**config.mk**
```make
export PLATFORM = sky130hd
export DESIGN_NAME = outbound_fifo_ctrl
export DESIGN_NICKNAME = d
export VERILOG_FILES = /design/src/rtl/outbound_fifo_pkg.sv /design/src/rtl/outbound_fifo_skid.sv /design/src/rtl/outbound_fifo_ctrl.sv
export SDC_FILE = /design/constraint.sdc
export NUM_CORES = 1
export LEC_CHECK = 0
export CAP_MARGIN = 20
export CORE_MARGIN = 2
export CORE_UTILIZATION = 57
export DETAILED_ROUTE_END_ITERATION = 16
export GPL_TIMING_DRIVEN = 0
export PLACE_DENSITY_LB_ADDON = 0.12
export SLEW_MARGIN = 40
export SYNTH_ARGS = -nofsm -noshare
export SYNTH_HDL_FRONTEND = slang
export SYNTH_SLANG_ARGS = --single-unit
```
**constraint.sdc**
```tcl
create_clock -name CLK -period 11 [get_ports CLK]
set_clock_uncertainty 0.15 [all_clocks]
set_input_delay 1.65 -clock CLK [delete_from_list [all_inputs] [get_ports CLK]]
set_output_delay 1.65 -clock CLK [all_outputs]
set_load 0.05 [all_outputs]
```
**src/rtl/outbound_fifo_pkg.sv**
```systemverilog
// Shared constants, RAM word layout and write-FSM states for the outbound store-and-forward buffer.
package outbound_fifo_pkg;

  localparam int DEPTH  = 8192;
  localparam int ADDR_W = 13;
  localparam int PTR_W  = ADDR_W + 1;

  typedef struct packed {
    logic       last;
    logic [7:0] data;
  } fifo_word_t;

  typedef enum logic {
    ACCEPT = 1'b0,
    DROP   = 1'b1
  } wr_state_t;

endpackage

```
**src/rtl/outbound_fifo_skid.sv**
```systemverilog
// 2-entry skid buffer between the LSRAM read port and the outbound stream.
// Latency: out_vld one cycle after a push. Backpressure: in_rdy low only when both entries are held and nothing pops.
// used: entries still held once this cycle's pop completes.
module outbound_fifo_skid
  import outbound_fifo_pkg::*;
(
  input  logic       CLK,
  input  logic       RESET,
  input  logic       in_vld,
  input  logic [8:0] in_dat,
  output logic       in_rdy,
  output logic       out_vld,
  output logic [8:0] out_dat,
  input  logic       out_rdy,
  output logic [1:0] used
);

  fifo_word_t ent [2];
  logic       head;
  logic [1:0] cnt;
  logic       push;
  logic       pop;

  assign pop     = out_vld & out_rdy;
  assign in_rdy  = (cnt != 2'd2) | pop;
  assign push    = in_vld & in_rdy;
  assign out_vld = (cnt != 2'd0);
  assign out_dat = ent[head];
  // Credit reflects the pop so the read side can issue every cycle while draining.
  assign used    = cnt - {1'b0, pop};

  always_ff @(posedge CLK) begin
    if (RESET) begin
      cnt  <= 2'd0;
      head <= 1'b0;
    end else begin
      cnt <= cnt + {1'b0, push} - {1'b0, pop};
      if (pop) head <= ~head;
    end
  end

  always_ff @(posedge CLK) begin
    if (push) ent[head ^ cnt[0]] <= fifo_word_t'(in_dat);
  end

endmodule

```
**src/rtl/outbound_fifo_ctrl.sv**
```systemverilog
// Store-and-forward controller for the outbound 8192x9 LSRAM; OUTBOUND_FIFO_STATS_EN builds drop/tx counters.
// Latency: out_valid 3 cycles after the edge accepting in_last on an empty buffer; 1 byte/cycle sustained.
// Backpressure: never on input (overflow drops the packet); output holds on out_ready low.
module outbound_fifo_ctrl
  import outbound_fifo_pkg::*;
#(
  parameter int DEPTH  = outbound_fifo_pkg::DEPTH,
  parameter int ADDR_W = outbound_fifo_pkg::ADDR_W
) (
  input  logic              CLK,
  input  logic              RESET,
  input  logic [7:0]        in_data,
  input  logic              in_last,
  input  logic              in_abort,
  input  logic              in_valid,
  output logic              in_ready,
  output logic [7:0]        out_data,
  output logic              out_last,
  output logic              out_valid,
  input  logic              out_ready,
  output logic [8:0]        ram_wd,
  output logic [ADDR_W-1:0] ram_waddr,
  output logic              ram_wen,
  output logic [ADDR_W-1:0] ram_raddr,
  output logic              ram_ren,
  input  logic [8:0]        ram_rd,
  output logic [ADDR_W:0]   pkt_count,
  output logic [ADDR_W:0]   free_words,
  output logic              drop_pulse,
  output logic [15:0]       drop_count,
  output logic [15:0]       tx_count
);

  localparam int            PW      = ADDR_W + 1;
  localparam logic [PW-1:0] DEPTH_P = PW'(DEPTH);

  wr_state_t     state_q, state_d;
  logic [PW-1:0] wr_ptr, commit_ptr, rd_ptr, pkt_start;
  logic          commit_pend;
  logic          rd_pend;
  logic          accept, full;
  logic          wr_do, drop_do, commit_do;
  logic          tx_done;
  logic          skid_in_rdy;
  logic [1:0]    skid_used;
  logic [2:0]    credit_sum;
  logic [8:0]    skid_out_dat;

  assign in_ready = ~RESET;
  assign accept   = in_valid & in_ready;
  assign full     = (wr_ptr - rd_ptr) == DEPTH_P;

  always_comb begin
    state_d   = state_q;
    wr_do     = 1'b0;
    drop_do   = 1'b0;
    commit_do = 1'b0;
    case (state_q)
      ACCEPT: begin
        if (accept) begin
          if (in_abort) begin
            drop_do = 1'b1;
          end else if (full) begin
            drop_do = 1'b1;
            if (!in_last) state_d = DROP;
          end else begin
            wr_do     = 1'b1;
            commit_do = in_last;
          end
        end
      end
      DROP: begin
        if (accept && in_last) state_d = ACCEPT;
      end
      default: state_d = ACCEPT;
    endcase
  end

  // pkt_start tracks the commit point immediately so a drop restores correctly
  // even while commit_ptr is still one edge behind the RAM write.
  always_ff @(posedge CLK) begin
    if (RESET) begin
      state_q     <= ACCEPT;
      wr_ptr      <= '0;
      pkt_start   <= '0;
      commit_ptr  <= '0;
      commit_pend <= 1'b0;
      ram_wen     <= 1'b0;
      ram_waddr   <= '0;
      ram_wd      <= '0;
      drop_pulse  <= 1'b0;
    end else begin
      state_q     <= state_d;
      commit_pend <= commit_do;
      drop_pulse  <= drop_do;
      ram_wen     <= wr_do;
      if (wr_do) begin
        ram_waddr <= wr_ptr[ADDR_W-1:0];
        ram_wd    <= {in_last, in_data};
      end
      if (drop_do)    wr_ptr <= pkt_start;
      else if (wr_do) wr_ptr <= wr_ptr + 1'b1;
      if (commit_do)   pkt_start  <= wr_ptr + 1'b1;
      if (commit_pend) commit_ptr <= pkt_start;
    end
  end

  assign credit_sum = {1'b0, skid_used} + {2'b00, rd_pend};
  assign ram_ren    = ~RESET & (rd_ptr != commit_ptr) & (credit_sum < 3'd2) & skid_in_rdy;
  assign ram_raddr  = rd_ptr[ADDR_W-1:0];

  always_ff @(posedge CLK) begin
    if (RESET) begin
      rd_ptr  <= '0;
      rd_pend <= 1'b0;
    end else begin
      rd_pend <= ram_ren;
      if (ram_ren) rd_ptr <= rd_ptr + 1'b1;
    end
  end

  outbound_fifo_skid u_skid (
    .CLK     (CLK),
    .RESET   (RESET),
    .in_vld  (rd_pend),
    .in_dat  (ram_rd),
    .in_rdy  (skid_in_rdy),
    .out_vld (out_valid),
    .out_dat (skid_out_dat),
    .out_rdy (out_ready),
    .used    (skid_used)
  );

  assign out_last = skid_out_dat[8];
  assign out_data = skid_out_dat[7:0];
  assign tx_done  = out_valid & out_ready & out_last;

  always_ff @(posedge CLK) begin
    if (RESET) begin
      pkt_count <= '0;
    end else if (commit_pend && !tx_done) begin
      pkt_count <= pkt_count + 1'b1;
    end else if (tx_done && !commit_pend) begin
      pkt_count <= pkt_count - 1'b1;
    end
  end

  assign free_words = DEPTH_P - (wr_ptr - rd_ptr);

`ifdef OUTBOUND_FIFO_STATS_EN
  logic [15:0] drop_cnt, tx_cnt;

  always_ff @(posedge CLK) begin
    if (RESET) begin
      drop_cnt <= '0;
      tx_cnt   <= '0;
    end else begin
      if (drop_do && drop_cnt != 16'hFFFF) drop_cnt <= drop_cnt + 16'd1;
      if (tx_done && tx_cnt != 16'hFFFF)   tx_cnt   <= tx_cnt + 16'd1;
    end
  end

  assign drop_count = drop_cnt;
  assign tx_count   = tx_cnt;
`else
  assign drop_count = 16'd0;
  assign tx_count   = 16'd0;
`endif

endmodule
```
==> out/summary.log <==
qor: logic_synthesis.yosys.cell_types.count 72
qor: placed_design.post_dp_cell_area 8190 um^2
qor: setup_path.critical_path_arrival 4.47 ns
qor: timing.timing.setup.tns 0 ns
qor: logic_synthesis.syn-instance-count 755
qor: detailed_routing.drt-vias-per-instance 5.45
qor: setup_path.timing.critical_path.to_type output port
qor: setup_path.path_class input pin to output port
qor: logic_synthesis.yosys_register_bits 119
qor: final_layout.summed_area_of_non_filler_cells_in_the_final_layout 8770 um^2
qor: timing.tightest_slew 0.816 ns
qor: global_routing.gr-usage-all-layers 26.4%
qor: timing.timing.max_slew.rel_slack 45.4%
qor: floorplanning.std_cell_rows 40
qor: clock_network.library_cell_used_as_clock_root_buffer clkbuf_16
qor: detailed_routing.drtAntennaViolNets 0
qor: outcome.status complete, no violations
qor: placed_design.routabilityCongestion 0.888
qor: setup_path.critical_path.max_fanout 6
qor: detailed_routing.met3RoutedLength 911 um
qor: global_routing.grt_start_max_net_pins 17
qor: logic_synthesis.post_synth_main_area_contributors dfxtp_1 29%, mux2i_1 8.0%, edfxtp_1 7.8%, nor2_1 6.6%, xnor2_1 5.7%
qor: setup_path.critical_path.most_common_cell clkdlybuf4s50_1
qor: clock_network.post-cts-setup-buffers 0
qor: placed_design.detailedPlacementHpwl 12600 um
qor: clock_network.cts_tree yes
qor: clock_network.clockBufferDepth 2
qor: final_layout.layout.filler_cells 893
qor: logic_synthesis.synthMostInstantiatedCell nor2_1
qor: detailed_routing.dr_wl_met2 8500 um
qor: clock_network.cts.clk_slew.worst_paths 0.06 ns
qor: setup_path.worst_path_largest_cell_delay 0.93 ns
qor: power.p_leak 3.79 nW
qor: final_layout.drive_gt1_share 12.2%
qor: timing.setup_viol 0
qor: setup_path.category_of_the_worst_setup_path_launch_point input pin
qor: clock_network.ctsResizeCount 0
qor: placed_design.place.detailed.instances 1032
qor: setup_path.worst_ep_required_time 9.20 ns
qor: final_layout.antenna_diode_instance_count 0
qor: floorplanning.design.portCount 132
qor: placed_design.buffer_ports.inserted 99
qor: clock_network.cts.hold.buffers_added 0
qor: clock_network.clk-insertion-delay-late 0.42 ns
qor: power.power_frac_comb 39.1%
qor: logic_synthesis.synth-async-reset-ratio 0%
qor: power.seq_power_share 29.2%
qor: logic_synthesis.ys.flop_type dfxtp_1
qor: timing.achievable-frequency 159 MHz
qor: logic_synthesis.postSynthAreaPerCell 9.14 um^2
qor: detailed_routing.drc_errors 0
qor: logic_synthesis.number_of_warnings_issued_by_yosys 0
qor: floorplanning.die_area 13000 um^2
qor: logic_synthesis.synth_top_cell_area_share 29.3%
qor: floorplanning.initial_util 57.9%
qor: clock_network.clock_sink_count 119
qor: clock_network.ctsHtreeMaxLevel 4
qor: clock_network.cts_made_buffers 17
qor: final_layout.final-instance-count-excl-fill 1064
qor: logic_synthesis.most_area_hungry_cell_type_in_the_yosys_netlist dfxtp_1
qor: timing.finalHoldViolCount 0
qor: setup_path.critical_path.cell_chain clkdlybuf4s50_1, and2_1, ha_1, nand2_1, nor2_1, o21ai_0, a31oi_1, clkdlybuf4s50_1
qor: logic_synthesis.ys_top_cells_by_count 121 x nor2_1, 101 x dfxtp_1, 55 x mux2i_1
qor: power.power_density 192 nW/um^2
qor: detailed_routing.top_layer met4
qor: timing.finalCriticalPeriod 6.27 ns
qor: global_routing.grt_overflow_total 0
qor: setup_path.cpLargestDelayFamily buffers and inverters
qor: detailed_routing.sum_of_routed_wire_segments_on_met1 7200 um
qor: detailed_routing.drtPass1Iterations 5
qor: floorplanning.die_height 114 um
qor: global_routing.grt_first_pass_wirelength 27100 um
qor: flow_run.drv.max_cap_violation_count 0
qor: floorplanning.floorplan.core_area 11900 um^2
qor: detailed_routing.wl_per_cell 16.0 um
qor: floorplanning.dieWidth 114 um
qor: global_routing.antenna_found_initial 0
qor: detailed_routing.detailroute.via_count 5802
qor: setup_path.cpMaxStageDelayCell clkdlybuf4s50_1
qor: power.power.internal 1.03 mW
qor: final_layout.area.growth.synth_to_final 27.1%
qor: worst_hold_path.timing.hold.worst.class flip-flop to flip-flop
qor: detailed_routing.drt_iter0_drc 314
qor: power.vdd.ir_drop.worst 0.000117 V
qor: timing.timing_max_transition_violations_final 0
qor: global_routing.first_global_vias 5614
qor: logic_synthesis.syn-cell-area 6900 um^2
qor: final_layout.fin_util 73.6%
qor: power.switching_power 0.654 mW
qor: setup_path.timing.critical_path.buf_inv 2
qor: final_layout.fin_nets 960
qor: logic_synthesis.synth_seq_area_share 37.1%
qor: power.pwr-share-clk 31.7%
qor: logic_synthesis.edff_count_synth 18
qor: timing.final_min_period_over_clock_period 57.0%
qor: power.power.switching_fraction 38.9%
qor: timing.setup_repair_after_global_routing_missed_its_margin no
qor: detailed_routing.wl 17000 um
## layer usage
metal	up-vias	global-route usage [%]
met5	-	0
met2	191	45.6
met1	2710	31.6
met3	38	5.53
met4	0	11.5
li1	2863	-
## flip-flops by register name (all words and copies together) (netlist names), 9 cells and up, named ones only
register / count
pkt_count: 14
rd_ptr: 14
u_skid.ent: 18
commit_ptr: 14
wr_ptr: 14
ram_waddr: 13
pkt_start: 14
ram_wd: 9
## power by group through the flow
stage | combinational, mW | sequential, mW | clock, mW
2_1_floorplan | 0.437 | 0.549 | 0
3_3_place_gp | 0.631 | 0.496 | 0
3_5_place_dp | 0.648 | 0.499 | 0
4_1_cts | 0.656 | 0.490 | 0.537
5_1_grt | 0.707 | 0.494 | 0.557
6_report | 0.658 | 0.490 | 0.533
## per-stage QoR
step	setup WS, ns	hold WS, ns	total power [mW]
2_1_floorplan	5.86	0.314	0.986
3_3_place_gp	4.89	0.309	1.13
3_5_place_dp	4.79	0.316	1.15
4_1_cts	4.73	0.336	1.68
5_1_grt	4.63	0.358	1.76
6_report	4.73	0.329	1.68
## worst register-to-register path, cell delays in order, from the launching register on
cell	delay [ns]
dfxtp_1	0.32
clkbuf_1	0.38
mux2_2	0.41
nand2_1	0.09
ha_1	0.19
inv_1	0.27
ha_1	0.40
a21o_1	0.18
a21o_1	0.22
a2111oi_0	0.41
o21ai_0	0.22
o41ai_1	0.50
o41ai_1	0.15
a31oi_1	0.22
xnor2_1	0.08
and2_1	0.16
## final cells by class
cell class,count,area [um^2],share of cell area [%]
multi-input cells,561,3840,43.8
clock buffers,18,450,5.14
clock inverters,14,126,1.44
flip-flops and latches,119,2560,29.2
repair buffers,99,991,11.3
well taps,147,184,2.10
inverters,31,116,1.33
plain buffers,75,498,5.68
## final timing paths
path	from	endpoint	slack, ns	cells past startpoint
setup / recovery	out_ready	ram_ren	4.73	8
hold / removal	ram_waddr[11]$_SDFFE_PP0P_	ram_waddr[11]$_SDFFE_PP0P_	0.33	1
setup reg to reg	flip-flop	pkt_count[13]$_SDFFE_PP0P_	6.54	15
hold reg to reg	ram_waddr[11]$_SDFFE_PP0P_	ram_waddr[11]$_SDFFE_PP0P_	0.33	1
## cell usage in the layout, fill, tap and decap left out, drive strengths merged, types with 26 or more instances in the layout
cell / count
clkdlybuf4s50: 99
nor2: 121
nand2: 26
xnor2: 45
xor2: 29
clkbuf: 36
ha: 31
conb: 32
inv: 39
mux2i: 55
buf: 57
dfxtp: 101
a21oi: 27
## kinds of logic (layout without fill, tap and decap cells)
group | Yosys count | count (layout) | share of synthesized area [%]
compound gates | 111 | 111 | 11.5
simple gates | 245 | 245 | 17.0
mux | 66 | 66 | 9.78
flops | 119 | 119 | 37.1
xor+xnor | 74 | 74 | 9.39
buf+inv | 106 | 237 | 8.90
fa+ha+maj | 33 | 33 | 6.20
other cells | 1 | 32 | 0.0544
No activity file was read; power rests on OpenSTA's default activity.
